**config.mk**
```make
export PLATFORM = sky130hd
export DESIGN_NAME = membus_arbiter
export DESIGN_NICKNAME = d
export VERILOG_FILES = /design/src/rtl/membus_arbiter.sv
export SDC_FILE = /design/constraint.sdc
export NUM_CORES = 1
export LEC_CHECK = 0
export BUFFER_PORTS_ARGS = -buffer_cell sky130_fd_sc_hd__buf_2
export CORE_ASPECT_RATIO = 1.4
export CORE_MARGIN = 4
export CORE_UTILIZATION = 30
export CTS_BUF_LIST = sky130_fd_sc_hd__clkbuf_4
export DETAILED_ROUTE_END_ITERATION = 12
export PLACE_DENSITY = 0.6
export SLEW_MARGIN = 20
export SYNTH_ARGS = -nofsm -noshare
export SYNTH_HDL_FRONTEND = slang
export SYNTH_SLANG_ARGS = --single-unit
```
**constraint.sdc**
```tcl
create_clock -name clk_cpu -period 4.53 [get_ports clk_cpu]
set_input_delay 0.2265 -clock clk_cpu [delete_from_list [all_inputs] [get_ports clk_cpu]]
set_output_delay 0.2265 -clock clk_cpu [all_outputs]
set_load 0.01 [all_outputs]
```
**src/rtl/membus_arbiter.sv**
```systemverilog
// Two-master (iBus/dBus) arbiter onto a single-port memory bus with an
// in-order outstanding-read tag FIFO that steers responses back to their issuer.
module membus_arbiter #(
    parameter int ADDR_W      = 32,
    parameter int MAX_PENDING = 4,
    parameter int PRIO_MODE   = 0
) (
    input  logic                          clk_cpu,
    input  logic                          clk_cpu_reset_,
    input  logic                          iBus_cmd_valid,
    output logic                          iBus_cmd_ready,
    input  logic [ADDR_W-1:0]             iBus_cmd_payload_pc,
    output logic                          iBus_rsp_valid,
    output logic                          iBus_rsp_payload_error,
    output logic [31:0]                   iBus_rsp_payload_inst,
    input  logic                          dBus_cmd_valid,
    output logic                          dBus_cmd_ready,
    input  logic                          dBus_cmd_payload_wr,
    input  logic [ADDR_W-1:0]             dBus_cmd_payload_address,
    input  logic [31:0]                   dBus_cmd_payload_data,
    input  logic [1:0]                    dBus_cmd_payload_size,
    output logic                          dBus_rsp_ready,
    output logic                          dBus_rsp_error,
    output logic [31:0]                   dBus_rsp_data,
    output logic                          mem_cmd_valid,
    input  logic                          mem_cmd_ready,
    output logic                          mem_cmd_wr,
    output logic [ADDR_W-1:0]             mem_cmd_addr,
    output logic [3:0]                    mem_cmd_mask,
    output logic [31:0]                   mem_cmd_wdata,
    input  logic                          mem_rsp_valid,
    input  logic                          mem_rsp_error,
    input  logic [31:0]                   mem_rsp_rdata,
    output logic [$clog2(MAX_PENDING):0]  pending_count,
    output logic                          rsp_orphan
);

    localparam int PTR_W = $clog2(MAX_PENDING);
    localparam int CNT_W = PTR_W + 1;
    localparam logic [CNT_W-1:0] FULL_CNT = CNT_W'(MAX_PENDING);
    localparam logic SRC_I = 1'b0;
    localparam logic SRC_D = 1'b1;

    function automatic logic [3:0] f_mask(input logic [1:0] size, input logic [1:0] lsb);
        logic [3:0] m;
        case (size)
            2'b00:   m = 4'b0001 << lsb;
            2'b01:   m = lsb[1] ? 4'b1100 : 4'b0011;
            default: m = 4'b1111;
        endcase
        return m;
    endfunction

    function automatic logic [31:0] f_wdata(input logic [1:0] size, input logic [31:0] d);
        logic [31:0] w;
        case (size)
            2'b00:   w = {4{d[7:0]}};
            2'b01:   w = {2{d[15:0]}};
            default: w = d;
        endcase
        return w;
    endfunction

    function automatic logic [31:0] f_rdata(input logic [1:0] size, input logic [1:0] lsb,
                                            input logic [31:0] rd);
        logic [31:0] sh;
        logic [31:0] res;
        sh  = 32'd0;
        res = rd;
        case (size)
            2'b00: begin
                sh  = rd >> {lsb, 3'b000};
                res = {24'd0, sh[7:0]};
            end
            2'b01: begin
                sh  = rd >> {lsb[1], 4'b0000};
                res = {16'd0, sh[15:0]};
            end
            default: res = rd;
        endcase
        return res;
    endfunction

    logic               r_lock;
    logic               r_lock_src;
    logic               r_lock_wr;
    logic [ADDR_W-1:0]  r_lock_addr;
    logic [31:0]        r_lock_data;
    logic [1:0]         r_lock_size;
    logic               r_last_grant;
    logic [PTR_W-1:0]   r_wr_ptr;
    logic [PTR_W-1:0]   r_rd_ptr;
    logic [CNT_W-1:0]   r_count;
    logic               r_orphan;
    logic [4:0]         r_fifo [MAX_PENDING];

    logic               w_full;
    logic               w_i_elig;
    logic               w_d_elig;
    logic               w_arb_src;
    logic               w_sel_src;
    logic               w_sel_wr;
    logic [ADDR_W-1:0]  w_sel_addr;
    logic [31:0]        w_sel_data;
    logic [1:0]         w_sel_size;
    logic               w_accept;
    logic               w_push;
    logic               w_pop;
    logic [4:0]         w_head;

    // Full is judged on the registered count so a same-cycle pop never unblocks a read.
    assign w_full   = (r_count == FULL_CNT);
    assign w_i_elig = iBus_cmd_valid && !w_full;
    assign w_d_elig = dBus_cmd_valid && (dBus_cmd_payload_wr || !w_full);

    // Winner among eligible requests when no grant is locked.
    always_comb begin
        w_arb_src = SRC_I;
        if (w_i_elig && w_d_elig) begin
            if (PRIO_MODE == 1) begin
                w_arb_src = SRC_D;
            end else begin
                w_arb_src = ~r_last_grant;
            end
        end else if (w_d_elig) begin
            w_arb_src = SRC_D;
        end else begin
            w_arb_src = SRC_I;
        end
    end

    // Command fields come from the locked copy while a stalled command waits.
    always_comb begin
        w_sel_src  = SRC_I;
        w_sel_wr   = 1'b0;
        w_sel_addr = iBus_cmd_payload_pc;
        w_sel_data = 32'd0;
        w_sel_size = 2'b10;
        if (r_lock) begin
            w_sel_src  = r_lock_src;
            w_sel_wr   = r_lock_wr;
            w_sel_addr = r_lock_addr;
            w_sel_data = r_lock_data;
            w_sel_size = r_lock_size;
        end else if (w_arb_src == SRC_D) begin
            w_sel_src  = SRC_D;
            w_sel_wr   = dBus_cmd_payload_wr;
            w_sel_addr = dBus_cmd_payload_address;
            w_sel_data = dBus_cmd_payload_data;
            w_sel_size = dBus_cmd_payload_size;
        end else begin
            w_sel_src  = SRC_I;
            w_sel_wr   = 1'b0;
            w_sel_addr = iBus_cmd_payload_pc;
            w_sel_data = 32'd0;
            w_sel_size = 2'b10;
        end
    end

    assign mem_cmd_valid  = r_lock || w_i_elig || w_d_elig;
    assign mem_cmd_wr     = w_sel_wr;
    assign mem_cmd_addr   = {w_sel_addr[ADDR_W-1:2], 2'b00};
    assign mem_cmd_mask   = f_mask(w_sel_size, w_sel_addr[1:0]);
    assign mem_cmd_wdata  = f_wdata(w_sel_size, w_sel_data);
    assign w_accept       = mem_cmd_valid && mem_cmd_ready;
    assign iBus_cmd_ready = mem_cmd_valid && (w_sel_src == SRC_I) && mem_cmd_ready;
    assign dBus_cmd_ready = mem_cmd_valid && (w_sel_src == SRC_D) && mem_cmd_ready;

    assign w_push = w_accept && !w_sel_wr;
    assign w_pop  = mem_rsp_valid && (r_count != {CNT_W{1'b0}});
    assign w_head = r_fifo[r_rd_ptr];

    assign iBus_rsp_valid         = w_pop && (w_head[4] == SRC_I);
    assign iBus_rsp_payload_error = mem_rsp_error;
    assign iBus_rsp_payload_inst  = mem_rsp_rdata;
    assign dBus_rsp_ready         = w_pop && (w_head[4] == SRC_D);
    assign dBus_rsp_error         = mem_rsp_error;
    assign dBus_rsp_data          = f_rdata(w_head[3:2], w_head[1:0], mem_rsp_rdata);
    assign pending_count          = r_count;
    assign rsp_orphan             = r_orphan;

    // Capture the presented command when memory stalls it; release on acceptance.
    always_ff @(posedge clk_cpu or negedge clk_cpu_reset_) begin
        if (!clk_cpu_reset_) begin
            r_lock      <= 1'b0;
            r_lock_src  <= SRC_I;
            r_lock_wr   <= 1'b0;
            r_lock_addr <= {ADDR_W{1'b0}};
            r_lock_data <= 32'd0;
            r_lock_size <= 2'b00;
        end else if (mem_cmd_valid && !mem_cmd_ready) begin
            r_lock      <= 1'b1;
            r_lock_src  <= w_sel_src;
            r_lock_wr   <= w_sel_wr;
            r_lock_addr <= w_sel_addr;
            r_lock_data <= w_sel_data;
            r_lock_size <= w_sel_size;
        end else begin
            r_lock      <= 1'b0;
        end
    end

    // Round-robin history; reset to dBus so iBus wins the first tie.
    always_ff @(posedge clk_cpu or negedge clk_cpu_reset_) begin
        if (!clk_cpu_reset_) begin
            r_last_grant <= SRC_D;
        end else if (w_accept) begin
            r_last_grant <= w_sel_src;
        end else begin
            r_last_grant <= r_last_grant;
        end
    end

    // FIFO pointers, occupancy and the sticky orphan flag.
    always_ff @(posedge clk_cpu or negedge clk_cpu_reset_) begin
        if (!clk_cpu_reset_) begin
            r_wr_ptr <= {PTR_W{1'b0}};
            r_rd_ptr <= {PTR_W{1'b0}};
            r_count  <= {CNT_W{1'b0}};
            r_orphan <= 1'b0;
        end else begin
            if (w_push) begin
                r_wr_ptr <= r_wr_ptr + PTR_W'(1);
            end
            if (w_pop) begin
                r_rd_ptr <= r_rd_ptr + PTR_W'(1);
            end
            case ({w_push, w_pop})
                2'b10:   r_count <= r_count + CNT_W'(1);
                2'b01:   r_count <= r_count - CNT_W'(1);
                default: r_count <= r_count;
            endcase
            if (mem_rsp_valid && (r_count == {CNT_W{1'b0}})) begin
                r_orphan <= 1'b1;
            end
        end
    end

    // Tag storage: {source, size, byte offset} per outstanding read.
    always_ff @(posedge clk_cpu) begin
        if (w_push) begin
            r_fifo[r_wr_ptr] <= {w_sel_src, w_sel_size, w_sel_addr[1:0]};
        end
    end

endmodule

```
==> metrics.cfg <==
[grt]
grt_overflow = 0
grt_pass1_wl_mm = 28.6
antenna_found_initial = 4
grt_pass1_vias = 5465
grtUsageTotal_pct = 14.5
grt_max_degree = 65

[timing]
fin_crit_ns = 3.49
hold_slack_ns = 0.0853
finalClockSkew_ns = 0.0322
final_max_slew_viol_count = 0
rsz0062_at_grt = no
max_freq_ghz = 0.287
relSlewSlack_pct = 29.3
tns_ns = 0
hold_viol = 0
worstMarginPinSlew_ns = 1.05
period_share_pct = 77.0
finalSetupViolCount = 0

[critical_path]
critPathRequiredTime_ns = 4.30
rrSetupSlack_ns = 1.49
worstPathMaxFanout = 32
cp-start-kind = flop
cpMostUsedCell = mux2_2
max_stage_delay_ns = 0.60
reg2reg_to = pending_count[2]
critical_path_buf_inv_count = 2
worst-endpoint-arrival_ns = 3.26
worst-setup-path-type = flop to primary output
crit_path_end_kind = primary output
path_cells = or4b_4, o211ai_4, buf_4, mux2_2, mux2_2, buf_2
worstRegToRegCells = 11
path_delay_family = multiplexers
cp_slowest_cell = or4b_4
r2r-start = pending_count[0]

[routing]
viasPerCell = 4.72
drc = 0
routedWlPerCell_microns = 15.4
drt-total-wl_mm = 18.0
via_count = 5494
dr.pass1.iters = 4
dr.first_iter.drc_count = 213
drtAntennaViolNets = 0

[final_layout]
layout.nets = 1043
drive_above_1_share_pct = 42.5
area_growth_pct = 19.9
layout_commonest_cell = buf_2
fillers = 2232
final_cell_mix = buf_2 (275), nand2_1 (157), dfrtp_1 (76)

[floorplan]
dieArea_sq_um = 24200
rows = 63
initial_core_util_pct = 30.7
pin_count = 282
die_h_microns = 183
die_w_microns = 133
core-area_sq_um = 21300

[min_path]
holdPathEnd = r_lock_addr[25]
hold_path_depth = 4
hp-start = iBus_cmd_payload_pc[25]
hold_class = input pin to flop

[logic_synthesis]
netlist_area_sq_um = 6530
synth_cells = 713
yosysUniqueCellTypes = 46
yosys_warnings = 0
synth-seq-cells = 98
synth_area_per_cell_sq_um = 9.16
seq_area_frac_synth_pct = 39.1

[clock_network]
cts_tree = built
clk_pin_slew_worst_paths_ns = 0.18
cts_resized = 0
ctsLongestPathBuffers = 2
h-tree-depth = 3
clk_latency_ns = 0.45
clock-root-buffer = clkbuf_4
clock-sinks = 98
cts_made_buffers = 9

[pwr]
power_uw = 3960
power_density_nw_per_um2 = 505
p_leak_uw = 0.00385
max-vdd-ir-drop_mv = 0.241

[placement]
gp_congestion = 0.811
dp_hpwl_mm = 13.9
portBuffers = 276

[job]
max_cap_violations = 0

[status]
status = complete, no violations

cells in the mapped netlist, drive strengths merged:
cell       n  share of area [%]
or4b       1               0.21
a221o      8                1.2
a22oi      9                1.0
conb       1              0.057
o31ai      1               0.11
buf       93                 10
o211a      1               0.15
xor2       2               0.27
nand3      8               0.61
dfstp      1               0.40
o21ai     40                3.1
xnor2      4               0.54
mux2      73                 13
and2      22                2.1
nor3       9               0.69
edfxtp    20                9.2
a2bb2oi    1               0.13
mux2i     18                2.8
o2111ai    1               0.13
fa         1               0.31
nand2b    16                1.5
clkbuf    27                1.6
o22a       1               0.13
inv       18                1.0
a211oi     8               0.92
o21bai     2               0.23
o211ai     2               0.38
ha         5               0.96
a21o       1               0.11
or2        1              0.096
nand2    157                9.0
nor2      16               0.96
dfrtp     77                 29
nor3b     18                2.2
mux4       5                1.7
a21oi     26                2.0
o21a       8               0.92
nor2b     11                1.1
power by group:
| group | total, uW | switching [uW] | leakage (uW) | internal [uW] |
|---|---|---|---|---|
| Clock | 459 | 329 | 0.0000776 | 130 |
| Combinational | 2100 | 1170 | 0.00261 | 924 |
| Sequential | 1400 | 200 | 0.00117 | 1200 |
layout make-up:
class | instances | area (sq um) | share of cell area, %
multi-input cells | 478 | 3200 | 40.8
flip-flops and latches | 98 | 2560 | 32.7
repair buffers | 294 | 1540 | 19.7
well taps | 260 | 325 | 4.15
clock inverters | 7 | 71.3 | 0.911
clock buffers | 9 | 67.6 | 0.863
inverters | 18 | 67.6 | 0.863
diodes | 1 | 2.50 | 0.0319
timing repair:
item,CTS,global route
hold buffers,10,0
endpoints found under the hold margin,38,0
buffers inserted,0,0
setup endpoints to repair,0,0
worst max-delay path by stage:
stage                     startpoint                to  slack [ns]  depth (start not counted)
floorplan           pending_count[0]  pending_count[2]        2.01                         11
global placement    pending_count[2]  pending_count[2]        1.50                         11
detailed placement  pending_count[2]  pending_count[2]        1.45                         11
CTS                 pending_count[2]   mem_cmd_addr[3]        0.96                          6
global route            r_last_grant   mem_cmd_addr[3]        0.81                          6
finish              pending_count[0]   mem_cmd_addr[3]        1.04                          6
stage by stage:
stage                     worst slack [ns]  instances  instance area, sq um  utilization (%)
after detailed placement              1.45       1138                  7590             35.7
after global routing                 0.813       1165                  7830             36.8
after floorplan                       2.01        714                  6540                -
after CTS                            0.957       1164                  7830             36.8
final                                 1.04       1165                  7830             36.8
after global placement                1.50       1138                  7590             35.7
tightest hold or removal path: stages:
cell and delay, ns:
buf_2 0.07, mux2_2 0.14, nand2_1 0.04, nand2_1 0.05
flip-flops by register name (all words and copies together) (netlist names):
signal         flops
r_lock_addr       32
r_lock_data       32
r_fifo            20
pending_count      3
r_lock_size        2
r_rd_ptr           2
r_wr_ptr           2
r_last_grant       1
r_lock             1
r_lock_src         1
r_lock_wr          1
rsp_orphan         1
routing by layer:
| layer | track usage (%) | vias up | share of wire (%) |
|---|---|---|---|
| li1 | - | 2711 | - |
| met1 | 16.2 | 2513 | 38 |
| met2 | 26.3 | 239 | 51 |
| met3 | 4.30 | 25 | 9.0 |
| met4 | 4.41 | 6 | 1.9 |
| met5 | 0 | - | 0.16 |
kinds of logic after synthesis:
logic type	share of synthesized area [%]
other	0.0574
adder cells (fa/ha/maj)	1.26
AO/OA/AOI/OAI	10.6
AND/OR/NAND/NOR	18.5
XOR/XNOR	0.804
flip-flops	39.1
buffers and inverters	12.6
multiplexers	17.1
No activity file was read; power rests on OpenSTA's default activity.
